===== config.mk =====
export PLATFORM = sky130hd
export DESIGN_NAME = ir_prefetch_queue_flat
export DESIGN_NICKNAME = d
export VERILOG_FILES = /design/src/rtl/ir_prefetch_queue_if.sv /design/src/rtl/ir_prefetch_queue.sv /design/src/flat_wrapper.sv
export SDC_FILE = /design/constraint.sdc
export NUM_CORES = 1
export LEC_CHECK = 0
export CORE_MARGIN = 2
export CORE_UTILIZATION = 40
export DETAILED_ROUTE_END_ITERATION = 6
export HOLD_SLACK_MARGIN = 0.05
export PLACE_DENSITY = 0.77
export RECOVER_POWER = 50
export SLEW_MARGIN = 20
export SYNTH_ARGS = -nofsm -noshare
export SYNTH_HDL_FRONTEND = slang
export SYNTH_SLANG_ARGS = --single-unit

===== constraint.sdc =====
create_clock -name clk -period 6.04 [get_ports clk]
set_clock_uncertainty 0.2 [all_clocks]
set_input_delay 1.208 -clock clk [delete_from_list [all_inputs] [get_ports clk]]
set_output_delay 1.208 -clock clk [all_outputs]
set_load 0.05 [all_outputs]

===== src/rtl/ir_prefetch_queue_if.sv =====
// ----------------------------------------------------------------------------
// ir_prefetch_queue_if
// Bundles the fetch-side offer, the decode-side handshake and the decoded head
// fields of the instruction prefetch queue.
//   slave  modport : the queue itself (consumes offers, drives head/decode)
//   master modport : the surrounding fetch/decode logic (or a testbench)
// Signals:
//   flush                      synchronous queue clear
//   in_valid / in_instr        instruction offered by fetch
//   in_ready                   queue can accept an instruction
//   out_valid / out_ready      decode-side handshake
//   out_instr                  head instruction
//   sub_instr, dr, sa, sb      head fields
//   imm                        sign-extended immediate of the head
//   count                      current occupancy
// ----------------------------------------------------------------------------
interface ir_prefetch_queue_if #(
  parameter int IW    = 16,
  parameter int RW    = 4,
  parameter int OPW   = 8,
  parameter int DEPTH = 4
);
  logic                       flush;
  logic                       in_valid;
  logic [IW-1:0]              in_instr;
  logic                       in_ready;
  logic                       out_valid;
  logic                       out_ready;
  logic [IW-1:0]              out_instr;
  logic [OPW-1:0]             sub_instr;
  logic [RW-1:0]              dr;
  logic [RW-1:0]              sa;
  logic [RW-1:0]              sb;
  logic [IW-1:0]              imm;
  logic [$clog2(DEPTH):0]     count;

  modport slave (
    input  flush, in_valid, in_instr, out_ready,
    output in_ready, out_valid, out_instr, sub_instr, dr, sa, sb, imm, count
  );

  modport master (
    output flush, in_valid, in_instr, out_ready,
    input  in_ready, out_valid, out_instr, sub_instr, dr, sa, sb, imm, count
  );
endinterface


===== src/rtl/ir_prefetch_queue.sv =====
// ----------------------------------------------------------------------------
// ir_prefetch_queue
// DEPTH-entry instruction FIFO between fetch and decode. The head entry is
// decoded combinationally into opcode, register indices and a sign-extended
// immediate. There is no empty bypass and no full pass-through: a pushed word
// becomes visible one cycle after its push edge, and in_ready depends only on
// the registered occupancy.
// Ports:
//   clk    rising-edge clock
//   rst_n  asynchronous active-low reset (release synchronous to clk upstream)
//   bus    ir_prefetch_queue_if.slave (see interface header for signals)
// ----------------------------------------------------------------------------
module ir_prefetch_queue #(
  parameter int IW    = 16,
  parameter int RW    = 4,
  parameter int OPW   = 8,
  parameter int DEPTH = 4
) (
  input  logic                  clk,
  input  logic                  rst_n,
  ir_prefetch_queue_if.slave    bus
);

  localparam int PW = $clog2(DEPTH);
  localparam int CW = PW + 1;
  localparam logic [CW-1:0] DEPTH_C = CW'(DEPTH);

  // Storage is deliberately not reset; the out_valid masking hides stale data.
  logic [IW-1:0] mem [DEPTH];

  logic [PW-1:0] wr_ptr;
  logic [PW-1:0] rd_ptr;
  logic [CW-1:0] count_r;

  logic          in_ready_w;
  logic          out_valid_w;
  logic          push;
  logic          pop;
  logic [IW-1:0] head;

  function automatic logic signed [IW-1:0] sext_imm(input logic [2*RW-1:0] v);
    return {{(IW-2*RW){v[2*RW-1]}}, v};
  endfunction

  assign in_ready_w  = (count_r < DEPTH_C);
  assign out_valid_w = (count_r != '0);

  // flush wins over both handshakes on the same edge.
  assign push = bus.in_valid  & in_ready_w  & ~bus.flush;
  assign pop  = bus.out_ready & out_valid_w & ~bus.flush;

  // Control state: pointers wrap naturally because DEPTH is a power of two.
  always_ff @(posedge clk or negedge rst_n) begin
    if (!rst_n) begin
      wr_ptr  <= '0;
      rd_ptr  <= '0;
      count_r <= '0;
    end else if (bus.flush) begin
      wr_ptr  <= '0;
      rd_ptr  <= '0;
      count_r <= '0;
    end else begin
      if (push) wr_ptr <= wr_ptr + PW'(1);
      if (pop)  rd_ptr <= rd_ptr + PW'(1);
      case ({push, pop})
        2'b10:   count_r <= count_r + CW'(1);
        2'b01:   count_r <= count_r - CW'(1);
        default: count_r <= count_r;
      endcase
    end
  end

  // Data storage
  always_ff @(posedge clk) begin
    if (push) mem[wr_ptr] <= bus.in_instr;
  end

  assign head = mem[rd_ptr];

  // Head decode; everything reads zero while the queue is empty so that
  // uninitialised or already-popped entries never leak out.
  always_comb begin
    bus.out_instr = '0;
    bus.sub_instr = '0;
    bus.dr        = '0;
    bus.sa        = '0;
    bus.sb        = '0;
    bus.imm       = '0;
    if (out_valid_w) begin
      bus.out_instr = head;
      bus.sub_instr = head[IW-1:IW-OPW];
      bus.dr        = head[3*RW-1:2*RW];
      bus.sa        = head[2*RW-1:RW];
      bus.sb        = head[RW-1:0];
      bus.imm       = sext_imm(head[2*RW-1:0]);
    end
  end

  assign bus.in_ready  = in_ready_w;
  assign bus.out_valid = out_valid_w;
  assign bus.count     = count_r;

endmodule

===== src/flat_wrapper.sv =====
// flat-port wrapper written by rule: the top's interface ports become plain ports
module ir_prefetch_queue_flat 
#(
  parameter int IW    = 16,
  parameter int RW    = 4,
  parameter int OPW   = 8,
  parameter int DEPTH = 4
)
  (clk, rst_n, bus_flush, bus_in_valid, bus_in_instr, bus_out_ready, bus_in_ready, bus_out_valid, bus_out_instr, bus_sub_instr, bus_dr, bus_sa, bus_sb, bus_imm, bus_count);
  ir_prefetch_queue_if #(.IW(IW), .RW(RW), .OPW(OPW), .DEPTH(DEPTH)) bus_i ();
  input  logic clk;
  input  logic rst_n;
  input wire logic [$bits(bus_i.flush)-1:0] bus_flush;
  input wire logic [$bits(bus_i.in_valid)-1:0] bus_in_valid;
  input wire logic [$bits(bus_i.in_instr)-1:0] bus_in_instr;
  input wire logic [$bits(bus_i.out_ready)-1:0] bus_out_ready;
  output wire logic [$bits(bus_i.in_ready)-1:0] bus_in_ready;
  output wire logic [$bits(bus_i.out_valid)-1:0] bus_out_valid;
  output wire logic [$bits(bus_i.out_instr)-1:0] bus_out_instr;
  output wire logic [$bits(bus_i.sub_instr)-1:0] bus_sub_instr;
  output wire logic [$bits(bus_i.dr)-1:0] bus_dr;
  output wire logic [$bits(bus_i.sa)-1:0] bus_sa;
  output wire logic [$bits(bus_i.sb)-1:0] bus_sb;
  output wire logic [$bits(bus_i.imm)-1:0] bus_imm;
  output wire logic [$bits(bus_i.count)-1:0] bus_count;
  assign bus_i.flush = bus_flush;
  assign bus_i.in_valid = bus_in_valid;
  assign bus_i.in_instr = bus_in_instr;
  assign bus_i.out_ready = bus_out_ready;
  assign bus_in_ready = bus_i.in_ready;
  assign bus_out_valid = bus_i.out_valid;
  assign bus_out_instr = bus_i.out_instr;
  assign bus_sub_instr = bus_i.sub_instr;
  assign bus_dr = bus_i.dr;
  assign bus_sa = bus_i.sa;
  assign bus_sb = bus_i.sb;
  assign bus_imm = bus_i.imm;
  assign bus_count = bus_i.count;
  ir_prefetch_queue #(.IW(IW), .RW(RW), .OPW(OPW), .DEPTH(DEPTH)) u_core (.clk(clk), .rst_n(rst_n), .bus(bus_i));
endmodule

### After elaboration in Yosys (flattened, before gate mapping)

Memories as Yosys holds them, arrays and structs flattened.
Index checks and enable logic that the tools add are counted.

| storage, ports and cells | value |
|---|---|
| register bits | 7 |
| output and inout bits | 57 |
| bits of input ports | 21 |
| logic and storage cells | 34 |
| memory bits (writable) | 64 |
| memories | 1 |

| operators by class | value |
|---|---|
| $add $sub $neg | 4 |
| equal/unequal tests | 2 |
| magnitude comparators | 1 |
| muxes and demuxes | 14 |
| reduce and logical (&&, ||, !) cells | 4 |
| bitwise gates (word level) | 5 |

Memories:

| memory | words | bits a word | read ports | clocked after memory_dff | wr ports | line | RTL |
|---|---|---|---|---|---|---|---|
| u_core.mem | 4 | 16 | 1 | 0 | 1 | ir_prefetch_queue.sv:29 | `logic [IW-1:0] mem [DEPTH];` |

Operator list:

| operator | number |
|---|---|
| $mux 16 | 2 |
| $mux 4 | 3 |
| $mux 2 | 4 |
| $mux 8 | 1 |
| $pmux 3 s2 | 1 |
| $reduce_bool 3->1 | 2 |
| $add 2x1->2 const B | 2 |
| $and 1x1->1 | 4 |
| $reduce_bool 2->1 | 2 |
| $add 3x1->3 const B | 1 |
| $lt 3x3->1 const B | 1 |
| $mux 3 | 1 |
| $sub 3x1->3 const B | 1 |
| $eq 2x1->1 const B | 1 |
| $eq 2x2->1 const B | 1 |
| $mux 1 | 2 |
| $not 1->1 | 1 |

### Logic depth before layout (Yosys ltp)

| depth | value |
|---|---|
| depth in word-level cells | 6 |
| mapped depth | 7 |
| mapped depth without buffers | 6 |

### Worst setup path after synthesis

Ideal clock, no wire load.

| timing | value |
|---|---|
| path kind | reg2out |
| start point | register u_core.count_r[0], in the netlist u_core.bus.count[0] |
| end point | output port bus_out_instr[9] |
| arrival | 2491 ps |
| path buffers | 3 |
| path slack | 2141 ps |
| stages on the path, launching flop included | 6 |
| required time | 4632 ps |
| cell sequence | dfrtp_1 or3_1 buf_6 clkbuf_1 and2_1 buf_4 |

| between the ends | value |
|---|---|
| longest elaborated chain between the ends | 2 |

Ends and longest elaborated chain:

| item | line | RTL |
|---|---|---|
| start: declaration | ir_prefetch_queue.sv:33 | `logic [CW-1:0] count_r;` |
| start signal: assignment | ir_prefetch_queue.sv:66 | `2'b10: count_r <= count_r + CW'(1);` |
| start signal: assignment | ir_prefetch_queue.sv:67 | `2'b01: count_r <= count_r - CW'(1);` |
| start signal: assignment | ir_prefetch_queue.sv:68 | `default: count_r <= count_r;` |
| $reduce_bool 3->1 | ir_prefetch_queue.sv:46 | `assign out_valid_w = (count_r != '0);` |
| via bus_out_valid | flat_wrapper.sv:18 | `output wire logic [$bits(bus_i.out_valid)-1:0] bus_out_valid;` |
| $mux 16 | ir_prefetch_queue.sv:89 | `if (out_valid_w) begin` |
| end: declaration | flat_wrapper.sv:19 | `output wire logic [$bits(bus_i.out_instr)-1:0] bus_out_instr;` |

The timed path passes the listed nets, and every way through them passes these cells.

### Final worst setup path

| timing | value |
|---|---|
| start point | register u_core.count_r[0], in the netlist u_core.bus.count[0] |
| end point | output port bus_imm[15] |

| between the ends | value |
|---|---|
| longest elaborated chain between the ends | 2 |

Ends and longest elaborated chain:

| item | line | RTL |
|---|---|---|
| $reduce_bool 3->1 | ir_prefetch_queue.sv:46 |  |
| $mux 16 | ir_prefetch_queue.sv:89 |  |
| end: declaration | flat_wrapper.sv:24 | `output wire logic [$bits(bus_i.imm)-1:0] bus_imm;` |

No other way between the ends.

==> flow_summary.yaml <==
sta:
  min_period_ns: 4.159
  rsz0062_at_grt: "no"
  setup_ws_ns: 1.881
  relSlewSlack: 0.2077
  slew_viol_final: 0
  fin_crit_sh: 0.6886
  finalHoldViolCount: 0
  worst_pin_slew_ns: 1.188
  setup_tns_ns: 0
  fmax_ghz: 0.2404
  setup_viol: 0
placement:
  pre_cts_ws_ns: 1.893
  portBuffers: 77
  hpwl_mm: 3.398
  place_congestion: 0.7313
worst_hold_path:
  hp-class: "flip-flop to flip-flop"
  min_from: "u_core.wr_ptr[1]$_DFFE_PN0P_"
floorplanning:
  rows: 32
  die_area_mm2: 0.008733
  initial_utilization: 0.4142
  die_w_um: 93.45
  die_y_um: 93.45
  coreArea_mm2: 0.007727
  pin_count: 78
worst_setup_path:
  max_stage_delay_ns: 0.87
  worstSetupPathType: "flip-flop to primary output"
  timing.rr.start: "u_core.bus.count[2]$_DFFE_PN0P_"
  cp.required_ns: 4.63
  cp_slowest_cell: "clkdlybuf4s50_1"
  cp_cell_sequence: "or3_1 > and2_1 > clkdlybuf4s50_1"
  end_kind: "primary output"
  crit_path_start_kind: "flip-flop"
  path_buf_inv: 1
  cp_top_family: "simple AND/OR/NAND/NOR gates"
  cp.arrival_ns: 2.75
  worst-path-max-fanout: 19
  worstSetupStartpoint: "u_core.bus.count[0]$_DFFE_PN0P_"
global_route:
  grt_pass1_wl_mm: 8.079
  grt_max_degree: 20
  grt_usage: 0.1276
  antenna_found_initial: 0
  grt_pass1_vias: 1605
  grt_overflow: 0
yosys:
  synth_edf_count: 64
  syn_area_mm2: 0.003201
  synthesis.nets: 221
  synth_top_cell_by_area: "edfxtp_1"
  ys_types: 29
  yosysTopAreaCellShare: 0.6005
  seq_area_frac_synth: 0.6552
  postSynth.asyncResetShare: 0.09859
  ys_top_cells_by_count: "edfxtp_1 (64), buf_4 (36), and2_1 (20), mux4_2 (16)"
  yosys_warnings: 0
  post-synth-top-count-cell: "edfxtp_1"
  ys_seq_elements: 71
  ys.flop_type: "edfxtp_1"
  synth.avg_cell_area_um2: 16.41
  synthTopCellsByArea: "edfxtp_1 (60%), mux4_2 (11%), buf_4 (8.4%), dfrtp_1 (5.5%), and2_1 (3.9%)"
  synthCells: 195
run:
  max_cap_viol_count: 0
cts:
  cts.reportedPaths.clkPinSlew_ns: 0.07
  postCtsSetupBuffers: 0
  cts_buffers: 9
  clkLatencyLatePin_ns: 0.34
  clock_sinks: 71
  clk_path_buf_depth: 2
  root_buffer: "clkbuf_8"
  cts_hold_buf: 0
  cts_resized: 0
  htreeDepth: 3
  cts_tree: "yes"
detailed_routing:
  routed_wl_mm: 5.272
  drc: 0
  drtPass1Iterations: 4
  vias: 1646
  wl_per_cell_um: 15.24
  detail-route-antenna-nets: 0
  drt_iter0_drc: 142
  via_per_inst: 4.757
cells_and_area:
  final_layout_size_suffix_gt1_frac: 0.1311
  area_growth_pct: 24.75
  fin_nets: 265
  n_antenna_cell: 0
pwr:
  p_leak_nw: 1.341
  power_density_mw_per_mm2: 358.9
  ir_drop_mv: 0.1573
outcome:
  status: "completed"
worst min-delay path, delay by kind of cell, from the launching register on:
kind | cells | cell delay, ns
AND/OR/NAND/NOR | 1 | 0.07
AO/OA/AOI/OAI | 1 | 0.07
flip-flops | 1 | 0.41
through the flow:
stage / power [mW] / instances / instance area (um^2) / hold slack [ns] / util
2_1_floorplan: 0.9551 / 195 / 3201 / 0.3425 / -
3_3_place_gp: 1.046 / 330 / 3779 / 0.3584 / 0.4890
3_5_place_dp: 1.051 / 330 / 3779 / 0.3806 / 0.4890
4_1_cts: 1.451 / 346 / 3991 / 0.3905 / 0.5165
5_1_grt: 1.488 / 346 / 3993 / 0.4222 / 0.5167
6_report: 1.433 / 346 / 3993 / 0.3853 / 0.5167
power breakdown:
part	internal, mW	switching, mW	total [mW]
Sequential	0.556	0.0214	0.577
Combinational	0.155	0.300	0.455
Clock	0.231	0.170	0.401
Total	0.941	0.492	1.43
path summary, 6_finish.rpt:
path / end / cells after the start / slack (ns)
worst max register to register: u_core.bus.count[2]$_DFFE_PN0P_ / 6 / 3.15
min in group asynchronous: u_core.bus.count[2]$_DFFE_PN0P_ / 1 / 1.00
max in group asynchronous: u_core.rd_ptr[0]$_DFFE_PN0P_ / 1 / 4.38
worst min-delay path: u_core.wr_ptr[1]$_DFFE_PN0P_ / 2 / 0.39
worst max-delay path: bus_imm[15] / 3 / 1.88
worst min register to register: u_core.wr_ptr[1]$_DFFE_PN0P_ / 2 / 0.39
flip-flops by register name (all words and copies together) (netlist names):
register,cells
u_core.mem,64
u_core.bus.count,3
u_core.rd_ptr,2
u_core.wr_ptr,2
routing by layer:
| layer | vias to the layer above | GRT usage | wire (um) |
|---|---|---|---|
| met5 | - | 0 | 0 |
| met4 | 0 | 0.06250 | 95 |
| met1 | 805 | 0.1555 | 2211 |
| met2 | 60 | 0.2116 | 2655 |
| met3 | 10 | 0.03223 | 309 |
| li1 | 771 | - | - |
layout make-up:
cell class                      count  area [um^2]
Clock inverter                      6        85.08
Tap cell                          102        127.6
Clock buffer                       10        127.6
Fill cell                         609         3735
Multi-Input combinational cell     76        768.2
Sequential cell                    71         2098
Timing Repair Buffer               77        770.7
Inverter                            4        15.01
placed cells by master, fill, tap and decap left out, drive strengths merged:
master / n
mux2i: 3
a21oi: 2
fa: 1
clkbuf: 10
mux4: 16
nand2: 4
clkinvlp: 1
xnor2: 1
dfrtp: 7
o21ai: 4
and2: 20
clkdlybuf4s50: 54
edfxtp: 64
a31oi: 1
nand2b: 2
xor2: 3
inv: 4
bufinv: 2
or3: 1
clkinv: 3
a221oi: 1
or4: 1
nor2: 7
ha: 4
nor3: 1
nand3: 3
dlygate4sd3: 23
and2b: 1
cell families (layout without fill, tap and decap cells):
kind of cell	after synthesis	count (layout)	share of synthesized area
AOI/OAI and AO/OA	8	8	0.01407
xor gates and xnor gates	4	4	0.01095
adders and majority gates	5	5	0.02189
buffers and inverters	48	97	0.1048
DFF	71	71	0.6552
muxes	19	19	0.1220
and+or+nand+nor	40	40	0.07115
Power figures use the tool's default switching activity.
